==> src/rtl/sd_card_arbiter_pkg.sv <==
// rtl/sd_card_arbiter_pkg.sv - shared types and constants for the sd_card arbiter
package sd_card_arbiter_pkg;

  localparam int SD_ADDR_WIDTH = 24;

  typedef enum logic [1:0] {
    ST_IDLE  = 2'd0,
    ST_ISSUE = 2'd1,
    ST_WAIT  = 2'd2,
    ST_DONE  = 2'd3
  } arb_state_t;

  // Round-robin pick: on a tie the port not granted last wins, else the lone requester.
  function automatic logic pick_port(input logic req0, input logic req1, input logic last_grant);
    return (req0 && req1) ? ~last_grant : req1;
  endfunction

endpackage

==> src/rtl/sd_card_arbiter.sv <==
// rtl/sd_card_arbiter.sv - two-port round-robin byte reader in front of one sd_card page cache
module sd_card_arbiter
  import sd_card_arbiter_pkg::*;
#(
  parameter int                       SETTLE_CYCLES  = 2,
  parameter logic [SD_ADDR_WIDTH-1:0] TIMEOUT_CYCLES = 24'hFFFFFF
) (
  input  logic                     clk,
  input  logic                     reset,
  input  logic                     req0,
  input  logic [SD_ADDR_WIDTH-1:0] addr0,
  output logic                     ack0,
  input  logic                     req1,
  input  logic [SD_ADDR_WIDTH-1:0] addr1,
  output logic                     ack1,
  output logic [7:0]               rdata,
  output logic [SD_ADDR_WIDTH-1:0] sd_address,
  output logic                     sd_enable,
  input  logic [7:0]               sd_data_in,
  input  logic                     sd_busy,
  output logic                     timeout_err,
  output logic [15:0]              miss_count
);

  localparam logic [SD_ADDR_WIDTH-1:0] SETTLE_LAST  = SD_ADDR_WIDTH'(SETTLE_CYCLES - 1);
  localparam logic [SD_ADDR_WIDTH-1:0] TIMEOUT_LAST = TIMEOUT_CYCLES - 1'b1;

  arb_state_t               state_q, state_d;
  logic [SD_ADDR_WIDTH-1:0] timer_q;
  logic                     grant_q;
  logic                     last_grant_q;
  logic                     missed_q;
  logic                     pick;

  assign pick = pick_port(req0, req1, last_grant_q);

  always_ff @(posedge clk or negedge reset) begin
    if (!reset) state_q <= ST_IDLE;
    else        state_q <= state_d;
  end

  always_comb begin
    state_d = state_q;
    case (state_q)
      ST_IDLE:  if (req0 || req1) state_d = ST_ISSUE;
      ST_ISSUE: if (timer_q == SETTLE_LAST) state_d = ST_WAIT;
      ST_WAIT:  if (!sd_busy || timer_q == TIMEOUT_LAST) state_d = ST_DONE;
      ST_DONE:  state_d = ST_IDLE;
      default:  state_d = ST_IDLE;
    endcase
  end

  // One timer serves as settle counter in ISSUE and timeout timer in WAIT.
  always_ff @(posedge clk or negedge reset) begin
    if (!reset) begin
      timer_q      <= '0;
      grant_q      <= 1'b0;
      last_grant_q <= 1'b1;
      missed_q     <= 1'b0;
      sd_address   <= '0;
      sd_enable    <= 1'b0;
      ack0         <= 1'b0;
      ack1         <= 1'b0;
      rdata        <= 8'h00;
      timeout_err  <= 1'b0;
      miss_count   <= 16'h0000;
    end else begin
      ack0 <= 1'b0;
      ack1 <= 1'b0;
      case (state_q)
        ST_IDLE: begin
          if (req0 || req1) begin
            sd_address   <= pick ? addr1 : addr0;
            sd_enable    <= 1'b1;
            timer_q      <= '0;
            grant_q      <= pick;
            last_grant_q <= pick;
            missed_q     <= 1'b0;
          end
        end
        ST_ISSUE: begin
          timer_q <= (timer_q == SETTLE_LAST) ? '0 : timer_q + 1'b1;
        end
        ST_WAIT: begin
          if (!sd_busy) begin
            rdata <= sd_data_in;
            ack0  <= ~grant_q;
            ack1  <= grant_q;
          end else begin
            if (timer_q == '0) missed_q <= 1'b1;
            if (timer_q == TIMEOUT_LAST) begin
              rdata       <= 8'hFF;
              ack0        <= ~grant_q;
              ack1        <= grant_q;
              timeout_err <= 1'b1;
            end else begin
              timer_q <= timer_q + 1'b1;
            end
          end
        end
        ST_DONE: begin
          sd_enable <= 1'b0;
          if (missed_q && miss_count != 16'hFFFF) miss_count <= miss_count + 1'b1;
        end
        default: ;
      endcase
    end
  end

endmodule

==> config.mk <==
export PLATFORM = sky130hd
export DESIGN_NAME = sd_card_arbiter
export DESIGN_NICKNAME = d
export VERILOG_FILES = /design/src/rtl/sd_card_arbiter_pkg.sv /design/src/rtl/sd_card_arbiter.sv
export SDC_FILE = /design/constraint.sdc
export NUM_CORES = 1
export LEC_CHECK = 0
export ABC_AREA = 1
export CORE_MARGIN = 2
export CORE_UTILIZATION = 51
export DETAILED_ROUTE_END_ITERATION = 8
export GPL_TIMING_DRIVEN = 1
export HOLD_SLACK_MARGIN = 0.05
export MAX_ROUTING_LAYER = met4
export PLACE_DENSITY = 0.88
export SLEW_MARGIN = 20
export SYNTH_ARGS = -nofsm -noshare
export SYNTH_HDL_FRONTEND = slang
export SYNTH_SLANG_ARGS = --single-unit
==> constraint.sdc <==
create_clock -name clk -period 2 [get_ports clk]
set_input_delay 0.4 -clock clk [delete_from_list [all_inputs] [get_ports clk]]
set_output_delay 0.4 -clock clk [all_outputs]
set_load 0.01 [all_outputs]
Yosys cells after proc, flatten, opt, wreduce, memory -nomap -nowiden

Index checks and enable logic that the tools add are counted.

Add/sub/neg operators: 2
Equality and inequality tests: 13
Muxes and demuxes: 25
Bitwise gates (word level): 2
Reductions and logical operators: 18

Operators with widths:

| operator                | number |
|---|---|
| $mux W24                | 5 |
| $pmux W24 S3            | 1 |
| $add A24 B1 Y24 const B | 1 |
| $eq A24 B1 Y1 const B   | 1 |
| $eq A24 B24 Y1 const B  | 1 |
| $logic_not A24 Y1       | 1 |
| $add A16 B1 Y16 const B | 1 |
| $mux W8                 | 2 |
| $ne A16 B16 Y1 const B  | 1 |
| $ne A2 B2 Y1 const B    | 6 |
| $mux W1                 | 11 |
| $pmux W2 S4             | 1 |
| $reduce_and A2 Y1       | 4 |
| $reduce_and A4 Y1       | 2 |
| $mux W2                 | 3 |
| $reduce_and A3 Y1       | 2 |
| $eq A2 B2 Y1 const B    | 2 |
| $pmux W1 S2             | 2 |
| $reduce_bool A2 Y1      | 2 |
| $reduce_bool A3 Y1      | 1 |
| $eq A2 B1 Y1 const B    | 1 |
| $logic_and A1 B1 Y1     | 2 |
| $logic_not A2 Y1        | 1 |
| $logic_or A1 B1 Y1      | 2 |
| 3 further kinds         | 4 |

Register bits after elaboration: 81
Input port bits: 61
Output and inout bits: 52
Logic and storage cells: 72

Depth between registers and ports, before layout

Gate-level depths: netlist (run 1).

Word-level depth: 4
Depth in mapped cells: 13
Depth with buffers taken out: 11

Least setup slack after synthesis (run 1)

Ideal clock, no wire load.

Kind: register to register
Start point: register state_q[0]
End point: register timer_q[10]
Setup time: 74 ps
Data arrival time: 1730 ps
Data required time: 1926 ps
Path slack: 196 ps
Stages on the path, launching flop included: 12
Buffers on the path: 1
Period minus slack after synthesis: 1804 ps
Cells stage by stage: dfrtp_1 > inv_1 > ha_1 > inv_2 > nor2_4 > inv_4 > nand2_4 > nor2_4 > a21boi_4 > buf_6 > nand3_2 > o21ai_2

Word-level cells in the longest chain between the ends: 3
Elaborated cells between the ends (all ways): 9
Those cells by class: eq/ne (5); mux (1); reduce/logical (3)

RTL lines:

| element                                                             | RTL line              | RTL |
|---|---|---|
| from (decl)                                                         | sd_card_arbiter.sv:28 | `arb_state_t state_q, state_d;` |
| from (signal assigned)                                              | sd_card_arbiter.sv:39 | `else state_q <= state_d;` |
| $eq A2 B2 Y1 (tied with other cells)                                | sd_card_arbiter.sv:70 | `case (state_q)` |
| $ne A2 B2 Y1 (no source line) or $reduce_bool A3 Y1 (tied branches) | --                    |  |
| $reduce_and A4 Y1 (no source line)                                  | --                    |  |
| to (signal assigned)                                                | sd_card_arbiter.sv:82 | `timer_q <= (timer_q == SETTLE_LAST) ? '0 : timer_q + 1'b1;` |
| to (signal assigned)                                                | sd_card_arbiter.sv:97 | `timer_q <= timer_q + 1'b1;` |
| to (decl)                                                           | sd_card_arbiter.sv:29 | `logic [SD_ADDR_WIDTH-1:0] timer_q;` |

Several ways; a longest one is shown, not always the timed one.
A chain may end at the register's enable or synchronous reset.

Worst setup path in the final report (run 1)

Start point: register timer_q[0]
End point: register timer_q[20]

Word-level cells in the longest chain between the ends: 4
Elaborated cells between the ends (all ways): 9
Those cells by class: add/sub (1); eq/ne (3); mux (4); reduce/logical (1)

RTL lines:

| element         | RTL line                                     | RTL |
|---|---|---|
| $add A24 B1 Y24 | sd_card_arbiter.sv:82, sd_card_arbiter.sv:97 |  |
| $mux W24        | sd_card_arbiter.sv:91                        | `if (timer_q == TIMEOUT_LAST) begin` |
| $mux W24        | sd_card_arbiter.sv:85                        | `if (!sd_busy) begin` |
| $pmux W24 S3    | sd_card_arbiter.sv:70                        |  |

Several ways; a longest one is shown, not always the timed one. The select of a mux whose other input is x is not followed.

==> results of run 1 <==
[metal layers]
layer	vias to the layer above	GRT usage	share of wire
met3	33	0.0589	0.080
met1	2267	0.344	0.40
li1	2320	-	-
met2	214	0.469	0.50
met5	-	-	0
met4	0	0.0854	0.022
[flip-flops by register name (all words and copies together), names as in the netlist]
| register | cells |
|---|---|
| sd_address | 24 |
| timer_q | 24 |
| miss_count | 16 |
| rdata | 8 |
| state_q | 2 |
| ack0 | 1 |
| ack1 | 1 |
| grant_q | 1 |
| last_grant_q | 1 |
| missed_q | 1 |
| sd_enable | 1 |
| timeout_err | 1 |
[cells in the final DEF (no fill, tap or decap), drive strengths merged]
cell type,netlist,layout
nand3,43,43
o31ai,1,1
a31o,1,1
a211oi,2,2
nor3,2,2
a21boi,1,1
bufinv,0,1
ha,11,11
clkinv,1,3
xor2,8,8
clkdlybuf4s50,0,111
dfrtp,80,80
dfstp,1,1
nand3b,2,2
nor2,96,96
buf,12,27
o21bai,3,3
clkbuf,12,10
xnor2,9,9
o21ai,70,70
clkinvlp,0,1
nand4,11,11
dlygate4sd3,0,1
or2,2,2
inv,47,48
nand2,209,209
a31oi,8,8
a21oi,14,14
[timing repair]
item,in CTS,in global routing
endpoints found under the setup margin,0,41
hold endpoints to repair,1,0
gates resized for setup,0,4
hold buffers,1,0
setup buffers,0,6
[power groups by stage]
stage               registers (W)  clock network [W]  logic, W
floorplan                 0.00254                  0   0.00160
global placement          0.00238                  0   0.00309
detailed placement        0.00241                  0   0.00321
CTS                       0.00238            0.00117   0.00323
global route              0.00242            0.00125   0.00366
finish                    0.00238            0.00116   0.00333
[area by class of cell]
cell class	count	area (um2)	share of cell area
clock buffers	10	128	0.0202
clock inverters	5	56.3	0.00889
inverters	48	183	0.0288
multi-input cells	493	2440	0.386
flip-flops and latches	81	2030	0.320
well taps	111	139	0.0219
repair buffers	139	1350	0.214
[path summary, 6_finish.rpt]
kind                                  to  depth (start not counted)  slack [ns]
setup / recovery             timer_q[20]                         11        0.14
hold / removal                      ack0                          1        0.43
setup reg to reg             timer_q[20]                         11        0.14
hold reg to reg                     ack0                          1        0.43
max in group asynchronous     timer_q[0]                          3        0.80
min in group asynchronous  miss_count[8]                          2        0.58
[cell families (layout without fill, tap and decap cells)]
group           Yosys count  count (layout)  synth area share
compound gates          100             100             0.119
simple gates            365             365             0.332
buf+inv                  72             202            0.0656
xor+xnor                 17              17            0.0311
flops                    81              81             0.424
fa+ha+maj                11              11            0.0288
[critical path: cells and delay by family (launching register included)]
| family | cells | cell delay (ns) |
|---|---|---|
| fa+ha+maj | 1 | 0.15 |
| buf+inv | 2 | 0.25 |
| flops | 1 | 0.46 |
| compound gates | 1 | 0.09 |
| simple gates | 7 | 0.82 |
[stage by stage]
stage               cells  setup WS, ns  hold WS [ns]   util
CTS                   881        0.0119         0.429  0.685
finish                887         0.143         0.429  0.692
floorplan             646         0.196         0.104      -
global placement      865        0.0474         0.412  0.664
detailed placement    865       0.00697         0.421  0.664
global route          887     -0.000181         0.453  0.692
==> results.yml, run 1 <==
die:
  die_w_um: 101
  num_rows: 35
  fp.coreArea_um2: 9150
  ios: 113
  die_h_um: 101
  die_area_um2: 10200
  start_util: 0.523
cts:
  htree_levels: 3
  clk_pin_slew_ns: 0.08
  cts-root-buf: "clkbuf_8"
  cts_buffers: 9
  clk_latency_ns: 0.35
  cts_tree: "built"
  cts_num_sinks: 81
  cts_buffer_depth: 2
drt:
  viasPerCell: 5.45
  drt-wirelength-per-cell_um: 15.5
  vias: 4834
  drt_iter0_markers: 272
  wl_um: 13700
  drc: 0
  ant_nets: 0
  drt_first_pass_iters: 5
cells_and_area:
  antennaDiodeCount: 0
  nNetsFinal: 844
  area_growth_pct: 32.3
  drive_above_1_share: 0.106
  fin_area_um2: 6330
  fill_cells: 691
placed_design:
  portBuffers: 112
  dpl_cell_area_um2: 6070
  dp_hpwl_um: 10000
  gp_congestion: 0.981
yosys:
  yosys-top-cells-area: "dfrtp_1 (42%), nand2_1 (16%), nor2_1 (6.9%)"
  synth.avg_cell_area_um2: 7.41
  synth_top_flop_cell: "dfrtp_1"
  post-synth-top-count-cell: "nand2_1"
  async_flop_share: 1.00
  syn_nets: 718
  synth_top_area_share: 0.418
  ys_ff_latch: 81
  ys_seq_area_frac: 0.424
  synth_top_area_cell: "dfrtp_1"
  synth_cell_type_count: 38
  syn-instance-count: 646
  synthTopCellsByCount: "nand2_1 (203), nor2_1 (88), dfrtp_1 (80)"
  netlist_area_um2: 4780
  yosys_warnings: 0
  synth-edff-count: 0
global_routing:
  antenna_found_initial: 0
  grt_max_degree: 46
  grt_pass1_vias: 4528
  globalRouteOverflowTotal: 0
  grt_pass1_wl_um: 21900
  track_usage: 0.281
power_and_ir_drop:
  p_per_area_nw_per_um2: 1080
  intPower_w: 0.00414
  peakVddDrop_mv: 0.523
  p_leak_nw: 2.78
  switching_share: 0.397
  p_switching_w: 0.00273
  power_w: 0.00687
  pwr-share-clk: 0.169
  seqPwrFrac: 0.347
  combPwrFrac: 0.485
worst_hold_path:
  holdCritStartpoint: "grant_q"
  hp-class: "reg -> reg"
critical_path:
  slowest_stage: "dfrtp_2"
  cp-startpoint: "timer_q[0]"
  crit_type: "reg -> reg"
  start_kind: "flop"
  slowest_delay_ns: 0.46
  r2r_start: "timer_q[0]"
  cp.required_ns: 2.27
  crit_chain: "inv_2 -> ha_1 -> nand2_1 -> nor2_1 -> nand3_2 -> nor2_4 -> nand2_2 -> nand2_2 -> buf_6 -> nand2_1 -> o21ai_1"
  critPathMaxFanout: 12
  end_kind: "flop"
  worstPathArrival_ns: 2.13
run:
  cap_violations: 0
timing:
  fin_crit_ns: 1.86
  max_clock_freq_mhz: 538
  finalSetupViolCount: 0
  timing_worst_slew_pin_value_ns: 0.667
  drv_slew: 0
  slew-limit-headroom: 0.555
  fin_tns_setup_ns: 0
  final.setup_skew_ns: 0.0134
  fin_crit_sh: 0.929
  hold_viol: 0
outcome:
  status: "finished clean"
No activity file was read; power rests on OpenSTA's default activity.
==> inputs of run 2 (changes only) <==
--- a/config.mk
+++ b/config.mk
@@ -6,13 +6,12 @@
 export NUM_CORES = 1
 export LEC_CHECK = 0
 export ABC_AREA = 1
-export CORE_MARGIN = 2
-export CORE_UTILIZATION = 51
+export CORE_MARGIN = 8
+export CORE_UTILIZATION = 33
 export DETAILED_ROUTE_END_ITERATION = 8
 export GPL_TIMING_DRIVEN = 1
 export HOLD_SLACK_MARGIN = 0.05
 export MAX_ROUTING_LAYER = met4
-export PLACE_DENSITY = 0.88
 export SLEW_MARGIN = 20
 export SYNTH_ARGS = -nofsm -noshare
 export SYNTH_HDL_FRONTEND = slang
==> results.yml, run 2 (same netlist as run 1, synthesis figures left out) <==
cts:
  clk_latency_ns: 0.34
  cts_num_sinks: 81
  cts_hold_buf: 0
  post_cts.repair.setup_buffers: 0
  clk_pin_slew_ns: 0.06
  cts_tree: "built"
  post_cts_resized: 0
  cts_buffer_depth: 2
  cts-root-buf: "clkbuf_16"
  cts_buffers: 9
  htree_levels: 3
drt:
  drt_first_pass_iters: 4
  wl_um: 13800
  drt-wirelength-per-cell_um: 14.4
  viasPerCell: 4.86
  drt_iter0_markers: 322
  vias: 4652
  drc: 0
  ant_nets: 0
timing:
  rsz0062_at_grt: "false"
  fin_tns_setup_ns: 0
  fin_crit_ns: 1.83
  timing_worst_slew_pin_value_ns: 0.715
  finalSetupViolCount: 0
  slew-limit-headroom: 0.523
  fin_crit_sh: 0.917
  final.setup_skew_ns: 0.00719
  max_clock_freq_mhz: 545
  drv_slew: 0
  hold_viol: 0
  setup_ws_ns: 0.166
cells_and_area:
  drive_above_1_share: 0.102
  antennaDiodeCount: 0
  fill_cells: 1417
  final_common_cell: "nand2_1"
  area_growth_pct: 35.8
  multi_input_area_um2: 2440
  seqCellArea_um2: 2030
  final_cell_mix: "nand2_1 (203), clkdlybuf4s50_1 (111), nor2_1 (88)"
  top_regs: "sd_address x24, timer_q x24, miss_count x16"
  nNetsFinal: 842
  final_cells: 958
die:
  num_rows: 44
  fp.coreArea_um2: 14400
  ios: 113
  start_util: 0.333
  die_w_um: 136
  die_area_um2: 18600
  die_h_um: 136
worst_hold_path:
  hp-class: "in -> async"
critical_path:
  crit_type: "reg -> reg"
  worstPathArrival_ns: 2.05
  critPathMaxFanout: 11
  start_kind: "flop"
  cp.required_ns: 2.22
  end_kind: "flop"
global_routing:
  globalRouteOverflowTotal: 0
  antenna_found_initial: 0
  grt_max_degree: 82
  grt_pass1_wl_um: 23200
  grt_pass1_vias: 4562
  track_usage: 0.159
run:
  cap_violations: 0
placed_design:
  portBuffers: 112
  place_worst_setup_slack_ns: 0.00105
  dp_hpwl_um: 10400
  gp_congestion: 0.888
  dp.cells: 943
power_and_ir_drop:
  p_leak_nw: 2.81
  peakVddDrop_mv: 0.511
  p_per_area_nw_per_um2: 1110
outcome:
  status: "finished clean"
run 2: worst max-delay path, cell delays in order (launching register included):
cell and delay [ns]:
dfrtp_2 0.41, ha_1 0.21, nand3_2 0.13, nor2_4 0.17, nand2_2 0.10, nor2_4 0.11
nand2_1 0.11, nand2_4 0.15, buf_4 0.16, nor2_1 0.05, nand2_1 0.06, nand2_1 0.05
run 2: per-layer routing:
metal,vias to the layer above,GRT usage,part of all wire
met5,-,-,0
met4,0,0.0561,0.017
met3,15,0.0237,0.052
met2,140,0.253,0.48
met1,2171,0.201,0.45
li1,2326,-,-
run 2: path summary, 6_finish.rpt:
| check | start | cells past startpoint | slack, ns | to |
|---|---|---|---|---|
| setup / recovery | miss_count[0] | 11 | 0.17 | miss_count[4] |
| setup reg to reg | miss_count[0] | 11 | 0.17 | miss_count[4] |
| min in group clk | grant_q | 1 | 0.43 | ack0 |
| max in group asynchronous | reset | 2 | 1.57 | timer_q[13] |
| hold / removal | reset | 2 | 0.09 | sd_address[17] |
| hold reg to reg | grant_q | 1 | 0.43 | ack0 |
run 2: stage by stage:
step / power [W] / instance area [um2] / utilization / hold slack, ns
2_1_floorplan: 0.00414 / 4780 / - / 0.104
3_3_place_gp: 0.00562 / 6210 / 0.433 / 0.419
3_5_place_dp: 0.00568 / 6210 / 0.433 / 0.416
4_1_cts: 0.00730 / 6500 / 0.452 / 0.108
5_1_grt: 0.00776 / 6500 / 0.452 / 0.118
6_report: 0.00722 / 6500 / 0.452 / 0.0850
run 2: final cells by class:
class / instances / area share
multi-input cells: 493 / 0.376
clock inverters: 2 / 0.00193
repair buffers: 137 / 0.205
inverters: 48 / 0.0281
flip-flops and latches: 81 / 0.312
well taps: 184 / 0.0354
clock buffers: 13 / 0.0416
run 2: power by group:
group / internal [W] / total (W) / switching [W]
clock: 0.000934 / 0.00158 / 0.000641
sequential: 0.00209 / 0.00238 / 0.000289
combinational: 0.00146 / 0.00326 / 0.00181
